**src/rtl/tqvp_dlmiles_i2c_byte_engine.sv**
```systemverilog
// I2C master bit/byte sequencer: START, STOP, WRITE and READ commands built from
// four-phase bus steps timed by a quarter-period ticker, with stretch timeout and arbitration.
//
// state   | meaning
// S_IDLE  | waiting for a command, bus lines hold their last level
// S_START | four-phase START / repeated START
// S_STOP  | four-phase STOP, ends with both lines released
// S_BIT   | nine four-phase bit slots of a WRITE or READ byte
module tqvp_dlmiles_i2c_byte_engine #(
   parameter int DIV_WIDTH     = 8,
   parameter int STRETCH_TICKS = 1024
) (
   input  logic                 clk,
   input  logic                 rst_n,
   input  logic [DIV_WIDTH-1:0] clk_div,
   input  logic                 cmd_valid,
   output logic                 cmd_ready,
   input  logic [2:0]           cmd_op,
   input  logic [7:0]           cmd_data,
   input  logic                 cmd_nack,
   output logic                 rsp_valid,
   output logic [1:0]           rsp_status,
   output logic [7:0]           rsp_data,
   output logic                 busy,
   input  logic                 scl_i,
   input  logic                 sda_i,
   output logic                 scl_o,
   output logic                 scl_oe,
   output logic                 sda_o,
   output logic                 sda_oe
);

   localparam int WW = $clog2(STRETCH_TICKS + 1);

   localparam logic [1:0] S_IDLE  = 2'd0;
   localparam logic [1:0] S_START = 2'd1;
   localparam logic [1:0] S_STOP  = 2'd2;
   localparam logic [1:0] S_BIT   = 2'd3;

   localparam logic [2:0] OP_START = 3'b001;
   localparam logic [2:0] OP_STOP  = 3'b010;
   localparam logic [2:0] OP_WRITE = 3'b011;
   localparam logic [2:0] OP_READ  = 3'b100;

   logic [1:0]           state;
   logic [1:0]           phase;
   logic [3:0]           bit_idx;
   logic                 is_read;
   logic                 nack_q;
   logic                 ack_q;
   logic [7:0]           tx;
   logic [7:0]           rx;
   logic [DIV_WIDTH-1:0] div_q;
   logic [DIV_WIDTH-1:0] cnt;
   logic [DIV_WIDTH-1:0] scnt;
   logic [WW-1:0]        wcnt;

   logic       stretched;
   logic       tick;
   logic       done_now;
   logic       arb_now;
   logic       timeout_now;
   logic       next_rel;
   logic [3:0] nb;

   assign cmd_ready = (state == S_IDLE) && !rsp_valid;
   assign busy      = !cmd_ready;
   assign scl_o     = !scl_oe;
   assign sda_o     = !sda_oe;

   // SCL is only ours to wait on while we have released it
   assign stretched   = (state != S_IDLE) && !scl_oe && !scl_i;
   assign tick        = (state != S_IDLE) && (cnt == '0) && !stretched;
   assign done_now    = tick && (phase == 2'd3) && ((state != S_BIT) || (bit_idx == 4'd8));
   assign arb_now     = tick && (state == S_BIT) && (phase == 2'd2) && !is_read &&
                        !bit_idx[3] && !sda_oe && !sda_i;
   assign timeout_now = stretched && (scnt == '0) && (wcnt == WW'(STRETCH_TICKS - 1));

   // SDA release level for the next bit slot: data bits, then ACK slot
   assign nb       = bit_idx + 4'd1;
   assign next_rel = (nb == 4'd8) ? (is_read ? nack_q : 1'b1) : (is_read | tx[~nb[2:0]]);

   always_ff @(posedge clk) begin
      if (!rst_n) begin
         state      <= S_IDLE;
         phase      <= 2'd0;
         bit_idx    <= 4'd0;
         is_read    <= 1'b0;
         nack_q     <= 1'b0;
         ack_q      <= 1'b0;
         tx         <= 8'h00;
         rx         <= 8'h00;
         div_q      <= '0;
         cnt        <= '0;
         scnt       <= '0;
         wcnt       <= '0;
         scl_oe     <= 1'b0;
         sda_oe     <= 1'b0;
         rsp_valid  <= 1'b0;
         rsp_status <= 2'b00;
         rsp_data   <= 8'h00;
      end else begin
         rsp_valid <= 1'b0;
         if (state == S_IDLE) begin
            if (cmd_valid && cmd_ready) begin
               div_q   <= clk_div;
               cnt     <= clk_div;
               scnt    <= clk_div;
               wcnt    <= '0;
               phase   <= 2'd0;
               bit_idx <= 4'd0;
               rx      <= 8'h00;
               ack_q   <= 1'b0;
               tx      <= cmd_data;
               nack_q  <= cmd_nack;
               is_read <= (cmd_op == OP_READ);
               case (cmd_op)
                  OP_START: begin
                     state  <= S_START;
                     sda_oe <= 1'b0;
                  end
                  OP_STOP: begin
                     state  <= S_STOP;
                     sda_oe <= 1'b1;
                  end
                  OP_WRITE: begin
                     state  <= S_BIT;
                     scl_oe <= 1'b1;
                     sda_oe <= !cmd_data[7];
                  end
                  OP_READ: begin
                     state  <= S_BIT;
                     scl_oe <= 1'b1;
                     sda_oe <= 1'b0;
                  end
                  default: begin
                     rsp_valid  <= 1'b1;
                     rsp_status <= 2'b00;
                     rsp_data   <= 8'h00;
                  end
               endcase
            end
         end else if (timeout_now || arb_now) begin
            state      <= S_IDLE;
            scl_oe     <= 1'b0;
            sda_oe     <= 1'b0;
            rsp_valid  <= 1'b1;
            rsp_status <= timeout_now ? 2'b11 : 2'b10;
            rsp_data   <= rx;
         end else if (stretched) begin
            cnt <= div_q;
            if (scnt != '0) begin
               scnt <= scnt - 1'b1;
            end else begin
               scnt <= div_q;
               wcnt <= wcnt + 1'b1;
            end
         end else if (!tick) begin
            cnt  <= cnt - 1'b1;
            scnt <= div_q;
         end else begin
            cnt   <= div_q;
            scnt  <= div_q;
            wcnt  <= '0;
            phase <= phase + 2'd1;
            if (done_now) begin
               state      <= S_IDLE;
               rsp_valid  <= 1'b1;
               rsp_status <= {1'b0, ack_q};
               rsp_data   <= rx;
               if (state == S_BIT) scl_oe <= 1'b1;
            end else begin
               case (state)
                  S_START: begin
                     case (phase)
                        2'd0:    scl_oe <= 1'b0;
                        2'd1:    sda_oe <= 1'b1;
                        2'd2:    scl_oe <= 1'b1;
                        default: ;
                     endcase
                  end
                  S_STOP: begin
                     case (phase)
                        2'd0:    scl_oe <= 1'b0;
                        2'd1:    sda_oe <= 1'b0;
                        default: ;
                     endcase
                  end
                  default: begin
                     case (phase)
                        2'd1: scl_oe <= 1'b0;
                        2'd2: begin
                           if (bit_idx[3]) ack_q <= sda_i & !is_read;
                           else            rx[~bit_idx[2:0]] <= sda_i;
                        end
                        2'd3: begin
                           bit_idx <= nb;
                           scl_oe  <= 1'b1;
                           sda_oe  <= !next_rel;
                        end
                        default: ;
                     endcase
                  end
               endcase
            end
         end
      end
   end

endmodule
```
**config.mk**
```make
export PLATFORM = sky130hd
export DESIGN_NAME = tqvp_dlmiles_i2c_byte_engine
export DESIGN_NICKNAME = d
export VERILOG_FILES = /design/src/rtl/tqvp_dlmiles_i2c_byte_engine.sv
export SDC_FILE = /design/constraint.sdc
export NUM_CORES = 1
export LEC_CHECK = 0
export ABC_CLOCK_PERIOD_IN_PS = 8450
export CORE_MARGIN = 3
export CORE_UTILIZATION = 51
export CTS_BUF_LIST = sky130_fd_sc_hd__clkbuf_4
export CTS_CLUSTER_DIAMETER = 30
export DETAILED_ROUTE_END_ITERATION = 6
export DONT_BUFFER_PORTS = 1
export HOLD_SLACK_MARGIN = 0.03
export PLACE_DENSITY = 0.64
export SKIP_CTS_REPAIR_TIMING = 1
export SLEW_MARGIN = 20
export SYNTH_ARGS = -nofsm -noshare
export SYNTH_HDL_FRONTEND = slang
export SYNTH_SLANG_ARGS = --single-unit
```
**constraint.sdc**
```tcl
create_clock -name clk -period 8.45 [get_ports clk]
set_input_delay 1.2675 -clock clk [delete_from_list [all_inputs] [get_ports clk]]
set_output_delay 1.2675 -clock clk [all_outputs]
set_load 0.05 [all_outputs]
```
# Word-level counts from Yosys, hierarchy flattened
# Index checks and enable logic that the tools add are counted.
classes:
  addsub: 5
  mul: 0
  n_div: 0
  order_cmp: 3
  n_eq_ne: 32
  shift: 0
  muxes: 105
  bitwise: 4
  reduce_logical: 60
op_table:
  columns: ["cell", "count"]
  rows:
  - ["$mux 8", 25]
  - ["$mux 11", 6]
  - ["$mux 1", 39]
  - ["$mux 2", 18]
  - ["$mux 4", 8]
  - ["$reduce_and 8->1", 4]
  - ["$logic_and 1x1->1", 17]
  - ["$logic_not 8->1", 2]
  - ["$sub 8x1->8 const B", 2]
  - ["$add 11x1->11 const B", 1]
  - ["$eq 11x10->1 const B", 1]
  - ["$logic_not 1->1", 11]
  - ["$ne 2x1->1 const B", 5]
  - ["$reduce_and 5->1", 2]
  - ["$reduce_bool 2->1", 5]
  - ["$reduce_bool 3->1", 3]
  - ["$bwmux 8", 1]
  - ["$eq 2x2->1 const B", 4]
  - ["$eq 4x4->1 const B", 2]
  - ["$lt 3x4->1 const B", 2]
  - ["$ne 2x2->1 const B", 4]
  - ["$ne 4x2->1 const B", 2]
  - ["$ne 4x3->1 const B", 2]
  - ["$pmux 1 s2", 4]
  - ["other kinds (29)", 39]
word_totals:
  regBits: 75
  latchBits: 0
  mem_bits_rw: 0
  romBits: 0
  inputBits: 25
  output_inout_bits: 17
  word_cells: 226
  memories: 0

# Depth between registers and ports, before layout
# Gate-level depths: netlist (run 1).
logic_depth:
  depth_word: 14
  mapped_depth: 11
  mapped_depth_nobuf: 9

# Worst setup path before layout (run 1)
# No wires, ideal clock.
synth_timing:
  kind: "input to register"
  startpoint: "in scl_i"
  endpoint: "reg bit_idx[3]"
  setup_time_ns: 0.139
  t_arrival_ns: 2.967
  required_time_ns: 8.311
  slack_ns: 5.344
  path_stages: 9
  n_path_buf: 3
  cell_sequence: "or2_2 clkbuf_1 nand2_1 a2111oi_2 or3_1 buf_2 buf_4 o311ai_0 o41ai_2"
synth_via:
  elab_chain_len: 13
  elab_cells_between_ends: 20
  cone_classes: "eq/ne: 3; reduce/logical: 17"
synth_rtl:
  columns: ["item", "line_no", "text"]
  rows:
  - ["start: declaration", "25", "input logic scl_i,"]
  - ["$logic_not 1->1 *", "72", "assign stretched = (state != S_IDLE) && !scl_oe && !scl_i;"]
  - ["$logic_and 1x1->1 *", "72", null]
  - ["$logic_not 1->1", "73", "assign tick = (state != S_IDLE) && (cnt == '0) && !stretched;"]
  - ["$logic_and 1x1->1", "73", null]
  - ["$logic_and 1x1->1 (4 in series)", "75", "assign arb_now = tick && (state == S_BIT) && (phase == 2'd2) && !is_read &&"]
  - ["$logic_and 1x1->1 (2 in series)", "76", "!bit_idx[3] && !sda_oe && !sda_i;"]
  - ["$logic_or 1x1->1", "143", "end else if (timeout_now || arb_now) begin"]
  - ["$ne 2x2->1 (no source line)", null, null]
  - ["$reduce_and 7->1 (no source line) *", null, null]
  - ["end signal: assignment", "197", "bit_idx <= nb;"]
  - ["end: declaration", "47", "logic [3:0] bit_idx;"]
# Mark *: on every way between the ends. The rest lies on a longest branch, timed or not.
# A chain may end at the register's enable or synchronous reset.

# Worst setup path after layout (run 1)
layout_timing:
  startpoint: "reg state[0]"
  endpoint: "reg wcnt[7]"
layout_via:
  elab_cells_between_ends: 27
  cone_classes: "eq/ne: 4; mux: 3; reduce/logical: 20"
layout_rtl:
  columns: ["item", "line_no", "text"]
  rows:
  - ["start: declaration", "45", "logic [1:0] state;"]
  - ["start signal: assignment", "85", "state <= S_IDLE;"]
  - ["start signal: assignment", "119", "state <= S_START;"]
  - ["start signal: assignment", "123", "state <= S_STOP;"]
  - ["$logic_not 2->1", "66", "assign cmd_ready = (state == S_IDLE) && !rsp_valid;"]
  - ["$logic_and 1x1->1", "66", null]
  - ["named net cmd_ready", "17", "output logic cmd_ready,"]
  - ["$logic_and 1x1->1", "105", "if (cmd_valid && cmd_ready) begin"]
  - ["$ne 2x1->1 (no source line)", null, null]
  - ["$reduce_and 4->1 (no source line)", null, null]
  - ["end signal: assignment", "156", "wcnt <= wcnt + 1'b1;"]
  - ["end: declaration", "56", "logic [WW-1:0] wcnt;"]
# The timed path passes the listed nets, and every way through them passes these cells. The select of a mux whose other input is x is not followed.

==> flow_metrics.py, run 1 <==
metrics = {
    "clock_tree": {
        "cts_inserted_buffers": 9,
        "cts_max_path_buffers": 2,
        "cts_htree_levels": 3,
        "clk_pin_slew_worst_paths_ps": 130,
        "cts_tree": "done",
        "cts.sinks": 75,
        "clk-insertion-delay-late_ps": 430,
        "clock-root-buffer": "clkbuf_4",
    },
    "final_layout": {
        "multi_input_comb_area_mm2": 0.002520,
        "stdcell_area_mm2": 0.004441,
        "nets": 554,
        "drive_gt1_frac": 0.08077,
        "seq_area_mm2": 0.001501,
        "num_antenna_cells": 0,
        "nFillCells": 794,
        "synthToLayoutAreaGrowth_pct": 4.260,
    },
    "detailed_routing": {
        "ant_nets": 0,
        "vias": 3857,
        "drt-initial-drc-count": 378,
        "drt-pass1-iter-count": 5,
        "wl_mm": 10.62,
        "viasPerCell": 6.201,
        "drc": 0,
        "wl_per_cell_um": 17.07,
    },
    "worst_setup_path": {
        "crit_chain": "inv_1 > ha_2 > buf_4 > nand2b_1 > inv_1 > nand2_1 > and2_1 > nor4_2 > nand2_1 > o41ai_1",
        "cp-start-kind": "register",
        "cp_data_required_time_ps": 8780,
        "r2r_cells": 10,
        "slowest_stage": "nor4_2",
        "path_class": "register to register",
        "slowest_delay_ps": 840,
        "reg2reg_slack_ps": 3810,
        "r2r_start": "state[0]",
        "cp_max_fo": 60,
        "r2r-end": "wcnt[7]",
        "crit_arrival_ps": 4970,
        "end_kind": "register",
    },
    "floorplan": {
        "rows": 32,
        "die_h_um": 97.39,
        "io_pins": 42,
        "die_area_mm2": 0.009484,
        "die_x_um": 97.39,
        "start_util": 0.5372,
        "core_area_mm2": 0.007928,
    },
    "yosys": {
        "async_reset_ff_frac": 0,
        "synth_top_area_cell": "dfxtp_1",
        "synth_edf_count": 0,
        "avgSynthCellArea_um2": 7.858,
        "yosysMostFrequentCell": "dfxtp_1",
        "synthFlopType": "dfxtp_1",
        "ys_seq_elements": 75,
        "syn_inst": 542,
        "yosys-top-cells-area": "dfxtp_1 (35%), nand2_1 (6.4%), a21oi_1 (6.3%)",
        "netlist_top_cells_count": "dfxtp_1 (75), nand2_1 (73), a21oi_1 (54)",
        "syn_area_mm2": 0.004259,
        "synth_top_area_share": 0.3525,
        "synth_nets": 581,
        "yosysSeqAreaShare": 0.3525,
        "ys_warn_count": 0,
        "synth.distinct_cells": 69,
    },
    "place": {
        "gp_congestion": 0.8654,
        "placement.io_buffers": 0,
        "place_area_mm2": 0.004262,
        "dpl.hpwl_mm": 7.274,
        "place_ws_ps": 3799,
    },
    "grt": {
        "grt_usage": 0.2221,
        "first_global_vias": 3585,
        "grt_max_degree": 61,
        "grt_pass1_wl_mm": 17.50,
        "antenna_found_initial": 0,
        "grt-ovfl-total": 0,
    },
    "power_and_ir_drop": {
        "fin_total_pwr_uw": 885.6,
        "vdd_drop_max_v": 0.00008729,
        "p_leak_uw": 0.001584,
        "p_per_area_mw_per_mm2": 199.4,
    },
    "timing": {
        "rsz0062_at_grt": "false",
        "min_period_ps": 4640,
        "fin_setup_tns_ps": 0,
        "max_slew_margin": 0.3518,
        "max_freq_ghz": 0.2155,
        "finalWorstSetupSlack_ps": 3810,
        "post-route-period-util": 0.5491,
        "setup_viol": 0,
        "skew_ps": 21.44,
        "maxSlewViolCount": 0,
        "worstMarginPinSlew_ps": 972.3,
        "hold_viol": 0,
    },
    "min_path": {
        "worstHoldStart": "wcnt[10]",
        "min_path_cells": 2,
        "worstHoldEndpoint": "wcnt[10]",
        "hold_class": "register to register",
    },
    "outcome": {
        "status": "finished clean",
    },
    "run": {
        "max_cap_viol_count": 0,
    },
}
area by class of cell:
cell class | count | area share
clock inverters | 6 | 0.02339
flip-flops and latches | 75 | 0.3381
well taps | 102 | 0.02874
inverters | 22 | 0.01860
clock buffers | 10 | 0.01691
repair buffers | 4 | 0.006762
multi-input cells | 403 | 0.5675
registers in the layout, summed over array words and instances (netlist names):
register,cells
div_q,8
wcnt,11
rsp_status,2
state,2
cnt,8
rsp_data,8
phase,2
tx,8
bit_idx,4
scl_oe,1
scnt,8
rx,8
rsp_valid,1
nack_q,1
is_read,1
ack_q,1
sda_oe,1
per-stage QoR:
stage / utilization / hold slack [ps] / cells
after floorplan: - / 412.7 / 542
final: 0.5601 / 443.1 / 622
after global placement: 0.5376 / 420.8 / 606
after global routing: 0.5601 / 478.1 / 622
after detailed placement: 0.5376 / 426.4 / 606
after CTS: 0.5601 / 445.1 / 622
worst max-delay path: cells and delay by family, from the launching register on:
kind,cells,cell delay (ps)
DFF,1,350
AOI/OAI and AO/OA,1,340
buffers and inverters,3,1080
and+or+nand+nor,5,2580
adders and majority gates,1,170
layout by cell type, fill, tap and decap left out, drive strengths merged, types with 4 or more instances in the layout:
cell type / Yosys / layout
a22oi: 11 / 11
o41ai: 5 / 5
or3: 7 / 7
or4: 4 / 4
o311ai: 5 / 5
o31ai: 10 / 10
a21oi: 54 / 54
clkbuf: 35 / 10
nand2: 73 / 73
a31oi: 13 / 13
xnor2: 4 / 4
o21ai: 36 / 36
a211oi: 7 / 7
dfxtp: 75 / 75
nor4: 8 / 8
and2: 11 / 11
xor2: 5 / 5
a311oi: 4 / 4
nand3: 12 / 12
buf: 7 / 4
ha: 14 / 14
and3: 6 / 6
nor2: 46 / 46
nor3: 11 / 11
inv: 22 / 22
metal layers:
metal,vias up,track usage,wire [um]
met4,0,0.08094,212
met3,20,0.04810,584
met1,1803,0.2939,4899
met5,-,0,0
met2,119,0.3558,4922
li1,1915,-,-
logic make-up after synthesis:
group | share of synthesized area
compound gates | 0.2744
xor+xnor | 0.01851
fa+ha+maj | 0.04113
simple gates | 0.2312
mux | 0.02291
buf+inv | 0.05934
flops | 0.3525
how the worst max path moves through the flow:
stage	startpoint	to	slack [ps]	cells after the start
finish	state[0]	wcnt[7]	3810	10
global route	state[0]	wcnt[7]	3410	10
CTS	state[0]	wcnt[7]	3750	10
detailed placement	state[0]	wcnt[7]	3800	10
global placement	state[0]	wcnt[7]	3910	10
floorplan	scl_i	bit_idx[3]	5340	9
power breakdown:
part	total, uW	internal, uW	switching [uW]	leakage [uW]
logic	204	69.2	135	0.000875
registers	403	375	28.3	0.000611
clock network	279	151	127	0.0000978
(Power assumes the default switching activity.)
==> inputs of run 2 (changes only) <==
--- a/config.mk
+++ b/config.mk
@@ -5,7 +5,7 @@
 export SDC_FILE = /design/constraint.sdc
 export NUM_CORES = 1
 export LEC_CHECK = 0
-export ABC_CLOCK_PERIOD_IN_PS = 8450
+export ABC_CLOCK_PERIOD_IN_PS = 4710
 export CORE_MARGIN = 3
 export CORE_UTILIZATION = 51
 export CTS_BUF_LIST = sky130_fd_sc_hd__clkbuf_4
==> constraint.sdc (replaced) <==
create_clock -name clk -period 4.71 [get_ports clk]
set_input_delay 0.7065 -clock clk [delete_from_list [all_inputs] [get_ports clk]]
set_output_delay 0.7065 -clock clk [all_outputs]
set_load 0.05 [all_outputs]
==> flow_metrics.py, run 2 (synthesized netlist as in run 1, its figures left out) <==
metrics = {
    "floorplan": {
        "die_x_um": 97.39,
        "start_util": 0.5372,
        "rows": 32,
        "die_area_mm2": 0.009484,
        "io_pins": 42,
        "core_area_mm2": 0.007928,
        "die_h_um": 97.39,
    },
    "timing": {
        "max_freq_ghz": 0.2522,
        "fin_setup_tns_ps": 0,
        "post-route-period-util": 0.8417,
        "setup_viol": 0,
        "min_period_ps": 3965,
        "skew_ps": 12.12,
        "maxSlewViolCount": 0,
        "rsz0062_at_grt": "false",
        "worstMarginPinSlew_ps": 1078,
        "max_slew_margin": 0.2804,
        "hold_viol": 0,
    },
    "clock_tree": {
        "cts_inserted_buffers": 9,
        "clk-insertion-delay-late_ps": 420,
        "cts_max_path_buffers": 2,
        "cts_htree_levels": 3,
        "clk_pin_slew_worst_paths_ps": 130,
        "cts_tree": "done",
        "clock-root-buffer": "clkbuf_4",
        "cts.sinks": 75,
    },
    "worst_setup_path": {
        "cp_top_family": "simple AND/OR/NAND/NOR gates",
        "slowest_stage": "or4_4",
        "cp-start-kind": "register",
        "crit_chain": "nand2b_1 > inv_1 > nand2_1 > nand2_1 > nand3_1 > or4_4 > a211oi_2",
        "cp_common_cell": "nand2_1",
        "path_class": "register to register",
        "critPathBufInv": 1,
        "slowest_delay_ps": 730,
        "cp_data_required_time_ps": 5070,
        "crit_arrival_ps": 4320,
        "end_kind": "register",
        "cp_max_fo": 21,
    },
    "grt": {
        "grt-ovfl-total": 0,
        "grt_max_degree": 60,
        "grt_pass1_wl_mm": 18.08,
        "first_global_vias": 3788,
        "grt_usage": 0.2279,
        "antenna_found_initial": 0,
    },
    "final_layout": {
        "synthToLayoutAreaGrowth_pct": 3.143,
        "drive_gt1_frac": 0.08092,
        "largest_register_ffs": 11,
        "final_cell_mix": "dfxtp_1 (75), nand2_1 (73), a21oi_1 (53)",
        "nets": 554,
        "num_antenna_cells": 0,
        "regMostFlops": "wcnt",
        "final_util": 0.5541,
        "layout_commonest_cell": "dfxtp_1",
    },
    "power_and_ir_drop": {
        "p_clk_frac": 0.259,
        "vdd_drop_max_v": 0.0001635,
        "p_per_area_mw_per_mm2": 336.8,
        "p_seq_frac": 0.489,
        "p_leak_uw": 0.001562,
        "p_int_uw": 952.8,
        "combPwrFrac": 0.251,
        "power_switching_uw": 526.8,
        "sw_frac_of_total": 0.3561,
    },
    "detailed_routing": {
        "drt-pass1-iter-count": 5,
        "drc": 0,
        "drt-initial-drc-count": 210,
        "viasPerCell": 6.201,
        "wl_per_cell_um": 17.27,
        "vias": 3851,
        "ant_nets": 0,
        "wl_mm": 10.73,
    },
    "run": {
        "max_cap_viol_count": 0,
    },
    "place": {
        "gp_congestion": 0.8500,
        "dpl.hpwl_mm": 7.430,
        "placement.io_buffers": 0,
    },
    "min_path": {
        "hold_class": "primary input to register",
    },
    "outcome": {
        "status": "finished clean",
    },
}
run 2: final timing paths:
path / endpoint / startpoint / slack [ps] / cells after the start
worst min register to register: wcnt[10] / wcnt[10] / 450 / 2
worst min-delay path: tx[2] / cmd_data[2] / 400 / 2
worst max-delay path: bit_idx[0] / rsp_valid / 750 / 7
worst max register to register: bit_idx[0] / rsp_valid / 750 / 7
run 2: area by class of cell:
| class | count | area [um^2] |
|---|---|---|
| Sequential cell | 75 | 1501 |
| Multi-Input combinational cell | 403 | 2526 |
| Clock inverter | 6 | 57.56 |
| Fill cell | 785 | 3535 |
| Timing Repair Buffer | 4 | 30.03 |
| Inverter | 22 | 82.58 |
| Clock buffer | 9 | 67.56 |
| Tap cell | 102 | 127.6 |
run 2: per-layer routing:
layer  vias to the layer above  global-route usage  part of all wire
met5                         -                   0                 0
li1                       1919                   -                 -
met2                        79              0.3806              0.47
met1                      1841              0.2868              0.47
met4                         0             0.07774             0.015
met3                        12             0.05599             0.044
run 2: metrics by stage:
stage / worst slack [ps] / total power (uW) / instances / hold slack, ps / instance area, um^2
6_report: 745.4 / 1480 / 621 / 395.9 / 4393
5_1_grt: 515.9 / 1564 / 621 / 365.6 / 4393
4_1_cts: 712.2 / 1490 / 621 / 373.6 / 4380
3_5_place_dp: 737.1 / 1104 / 606 / 428.7 / 4255
3_3_place_gp: 878.6 / 1097 / 606 / 422.7 / 4255
2_1_floorplan: 1811 / 1034 / 542 / 412.7 / 4259
run 2: power groups by stage:
stage               logic, uW  registers, uW  clock network [uW]
floorplan                 308            726                   0
global placement          360            737                   0
detailed placement        367            738                   0
CTS                       369            723                 398
global route              414            731                 419
finish                    372            724                 384
==> inputs of run 3 (changes only) <==
--- a/config.mk
+++ b/config.mk
@@ -5,7 +5,8 @@
 export SDC_FILE = /design/constraint.sdc
 export NUM_CORES = 1
 export LEC_CHECK = 0
-export ABC_CLOCK_PERIOD_IN_PS = 4710
+export ABC_AREA = 1
+export ABC_CLOCK_PERIOD_IN_PS = 3600
 export CORE_MARGIN = 3
 export CORE_UTILIZATION = 51
 export CTS_BUF_LIST = sky130_fd_sc_hd__clkbuf_4
@@ -13,7 +14,7 @@
 export DETAILED_ROUTE_END_ITERATION = 6
 export DONT_BUFFER_PORTS = 1
 export HOLD_SLACK_MARGIN = 0.03
-export PLACE_DENSITY = 0.64
+export PLACE_DENSITY = 0.67
 export SKIP_CTS_REPAIR_TIMING = 1
 export SLEW_MARGIN = 20
 export SYNTH_ARGS = -nofsm -noshare
==> constraint.sdc (replaced) <==
create_clock -name clk -period 3.6 [get_ports clk]
set_input_delay 0.54 -clock clk [delete_from_list [all_inputs] [get_ports clk]]
set_output_delay 0.54 -clock clk [all_outputs]
set_load 0.05 [all_outputs]
==> flow_metrics.py, run 3 <==
metrics = {
    "yosys": {
        "netlist_top_cells_count": "nand2_1 (116), dfxtp_1 (75), a21oi_1 (71)",
        "yosysSeqAreaShare": 0.3408,
        "avgSynthCellArea_um2": 6.841,
        "synth.distinct_cells": 41,
        "syn_area_mm2": 0.004405,
        "synth_edf_count": 0,
        "ys_seq_elements": 75,
        "synthFlopType": "dfxtp_1",
        "async_reset_ff_frac": 0,
        "syn_inst": 644,
        "synth_top_area_share": 0.3408,
        "yosysMostFrequentCell": "nand2_1",
        "ys_warn_count": 0,
        "synth_top_area_cell": "dfxtp_1",
        "synth_nets": 683,
        "yosys-top-cells-area": "dfxtp_1 (34%), nand2_1 (9.9%), a21oi_1 (8.1%)",
    },
    "final_layout": {
        "final_cell_mix": "nand2_1 (116), dfxtp_1 (75), a21oi_1 (71)",
        "num_antenna_cells": 0,
        "nFillCells": 808,
        "drive_gt1_frac": 0.1130,
        "layout_commonest_cell": "nand2_1",
        "nets": 672,
        "synthToLayoutAreaGrowth_pct": 2.812,
        "stdcell_count": 742,
        "largest_register_ffs": 11,
        "regMostFlops": "wcnt",
    },
    "timing": {
        "rsz0062_at_grt": "false",
        "hold_viol": 0,
        "min_period_ps": 2734,
        "fin_setup_tns_ps": 0,
        "skew_ps": 17.71,
        "finalWorstSetupSlack_ps": 866.4,
        "max_slew_margin": 0.5943,
        "worstMarginPinSlew_ps": 607.8,
        "setup_viol": 0,
        "max_freq_ghz": 0.3658,
        "holdWs_ps": 245.4,
        "maxSlewViolCount": 0,
        "post-route-period-util": 0.7593,
    },
    "worst_setup_path": {
        "crit_arrival_ps": 3040,
        "path_class": "register to register",
        "critPathBufInv": 3,
        "slowest_delay_ps": 460,
        "slowest_stage": "nand2_4",
        "cp-start-kind": "register",
        "end_kind": "register",
        "cp_data_required_time_ps": 3910,
        "cp_common_cell": "a21oi_1",
        "cp_max_fo": 32,
        "cp_top_family": "simple AND/OR/NAND/NOR gates",
        "crit_chain": "inv_1 > ha_1 > inv_2 > nor2_4 > nand2_2 > nand2_4 > clkinv_1 > a21oi_1 > a21oi_1",
    },
    "clock_tree": {
        "cts_max_path_buffers": 2,
        "cts_htree_levels": 3,
        "cts_tree": "done",
        "clock-root-buffer": "clkbuf_4",
        "clk_pin_slew_worst_paths_ps": 130,
        "clk-insertion-delay-late_ps": 420,
        "cts.sinks": 75,
        "cts_inserted_buffers": 9,
    },
    "power_and_ir_drop": {
        "power_switching_uw": 1920,
        "fin_total_pwr_uw": 3741,
        "vdd_drop_max_v": 0.0003733,
        "p_per_area_mw_per_mm2": 825.9,
        "p_int_uw": 1821,
        "p_seq_frac": 0.326,
        "p_leak_uw": 0.001847,
        "p_clk_frac": 0.118,
        "sw_frac_of_total": 0.5132,
        "combPwrFrac": 0.556,
    },
    "place": {
        "place_ws_ps": 911.0,
        "dp_cells": 727,
        "placement.io_buffers": 0,
        "gp_congestion": 0.8737,
        "dpl.hpwl_mm": 7.810,
    },
    "detailed_routing": {
        "drc": 0,
        "wl_per_cell_um": 14.74,
        "drt-pass1-iter-count": 4,
        "vias": 4084,
        "drt-initial-drc-count": 254,
        "viasPerCell": 5.504,
        "ant_nets": 0,
        "wl_mm": 10.94,
    },
    "grt": {
        "grt_max_degree": 40,
        "first_global_vias": 3961,
        "grt_usage": 0.2348,
        "grt-ovfl-total": 0,
        "antenna_found_initial": 0,
        "grt_pass1_wl_mm": 18.93,
    },
    "min_path": {
        "hold_class": "primary input to register",
    },
    "floorplan": {
        "rows": 33,
        "die_x_um": 98.94,
        "io_pins": 42,
        "die_h_um": 98.94,
        "start_util": 0.5308,
        "die_area_mm2": 0.009789,
        "core_area_mm2": 0.008299,
    },
    "run": {
        "max_cap_viol_count": 0,
    },
    "outcome": {
        "status": "finished clean",
    },
}
run 3: cell types whose count changed after synthesis, sizes merged, moves of 7 or more:
cell	previous run	this run
a21oi	54	72
a31oi	13	0
and2	11	0
nand2	73	129
o21ai	36	52
a22oi	11	0
or2	2	10
nor4	8	0
clkbuf	35	14
nor2	46	85
or3	7	0
o31ai	10	2
inv	22	65
nand3	12	61
run 3: kinds of logic (layout without fill, tap and decap cells):
group	after synthesis	after routing	synth area share
simple gates	310	310	0.3380
compound gates	140	140	0.1696
buf+inv	93	86	0.08804
flops	75	75	0.3408
fa+ha+maj	14	14	0.03976
xor+xnor	12	12	0.02386
run 3: area by class of cell:
class / count / area (um^2) / share of cell area
Multi-Input combinational cell: 476 / 2516 / 0.5555
Sequential cell: 75 / 1501 / 0.3315
Inverter: 68 / 256.5 / 0.05663
Tap cell: 105 / 131.4 / 0.02901
Clock buffer: 11 / 82.58 / 0.01823
Timing Repair Buffer: 3 / 22.52 / 0.004972
Clock inverter: 4 / 18.77 / 0.004144
run 3: final timing paths:
path	startpoint	endpoint	slack [ps]	cells after the start
worst max-delay path	state[0]	cnt[6]	870	9
worst min-delay path	rst_n	sda_oe	250	2
worst max register to register	state[0]	cnt[6]	870	9
worst min register to register	tx[0]	tx[0]	470	2
run 3: worst reg2reg max path, stage by stage, from the launching register on:
cell and delay, ps:
dfxtp_1 360, inv_1 90, ha_1 190, inv_2 70, nor2_4 300, nand2_2 440, nand2_4 470, clkinv_1 320
a21oi_1 280, a21oi_1 100
run 3: through the flow:
step,utilization,area (um^2)
floorplan,-,4405
global placement,0.5335,4428
detailed placement,0.5335,4428
CTS,0.5458,4529
global route,0.5458,4529
finish,0.5458,4529
run 3: power groups by stage:
stage | combinational, uW | clock [uW] | sequential, uW
after floorplan | 1750 | 0 | 1180
after global placement | 2020 | 0 | 1240
after detailed placement | 2050 | 0 | 1240
after CTS | 2070 | 458 | 1220
after global routing | 2350 | 492 | 1250
final | 2080 | 441 | 1220
run 3: per-layer routing:
layer | part of all wire | wire, um | GRT usage
met1 | 0.48 | 5223 | 0.3304
met2 | 0.43 | 4673 | 0.3518
met3 | 0.079 | 863 | 0.05662
met4 | 0.016 | 180 | 0.07983
met5 | 0 | 0 | 0
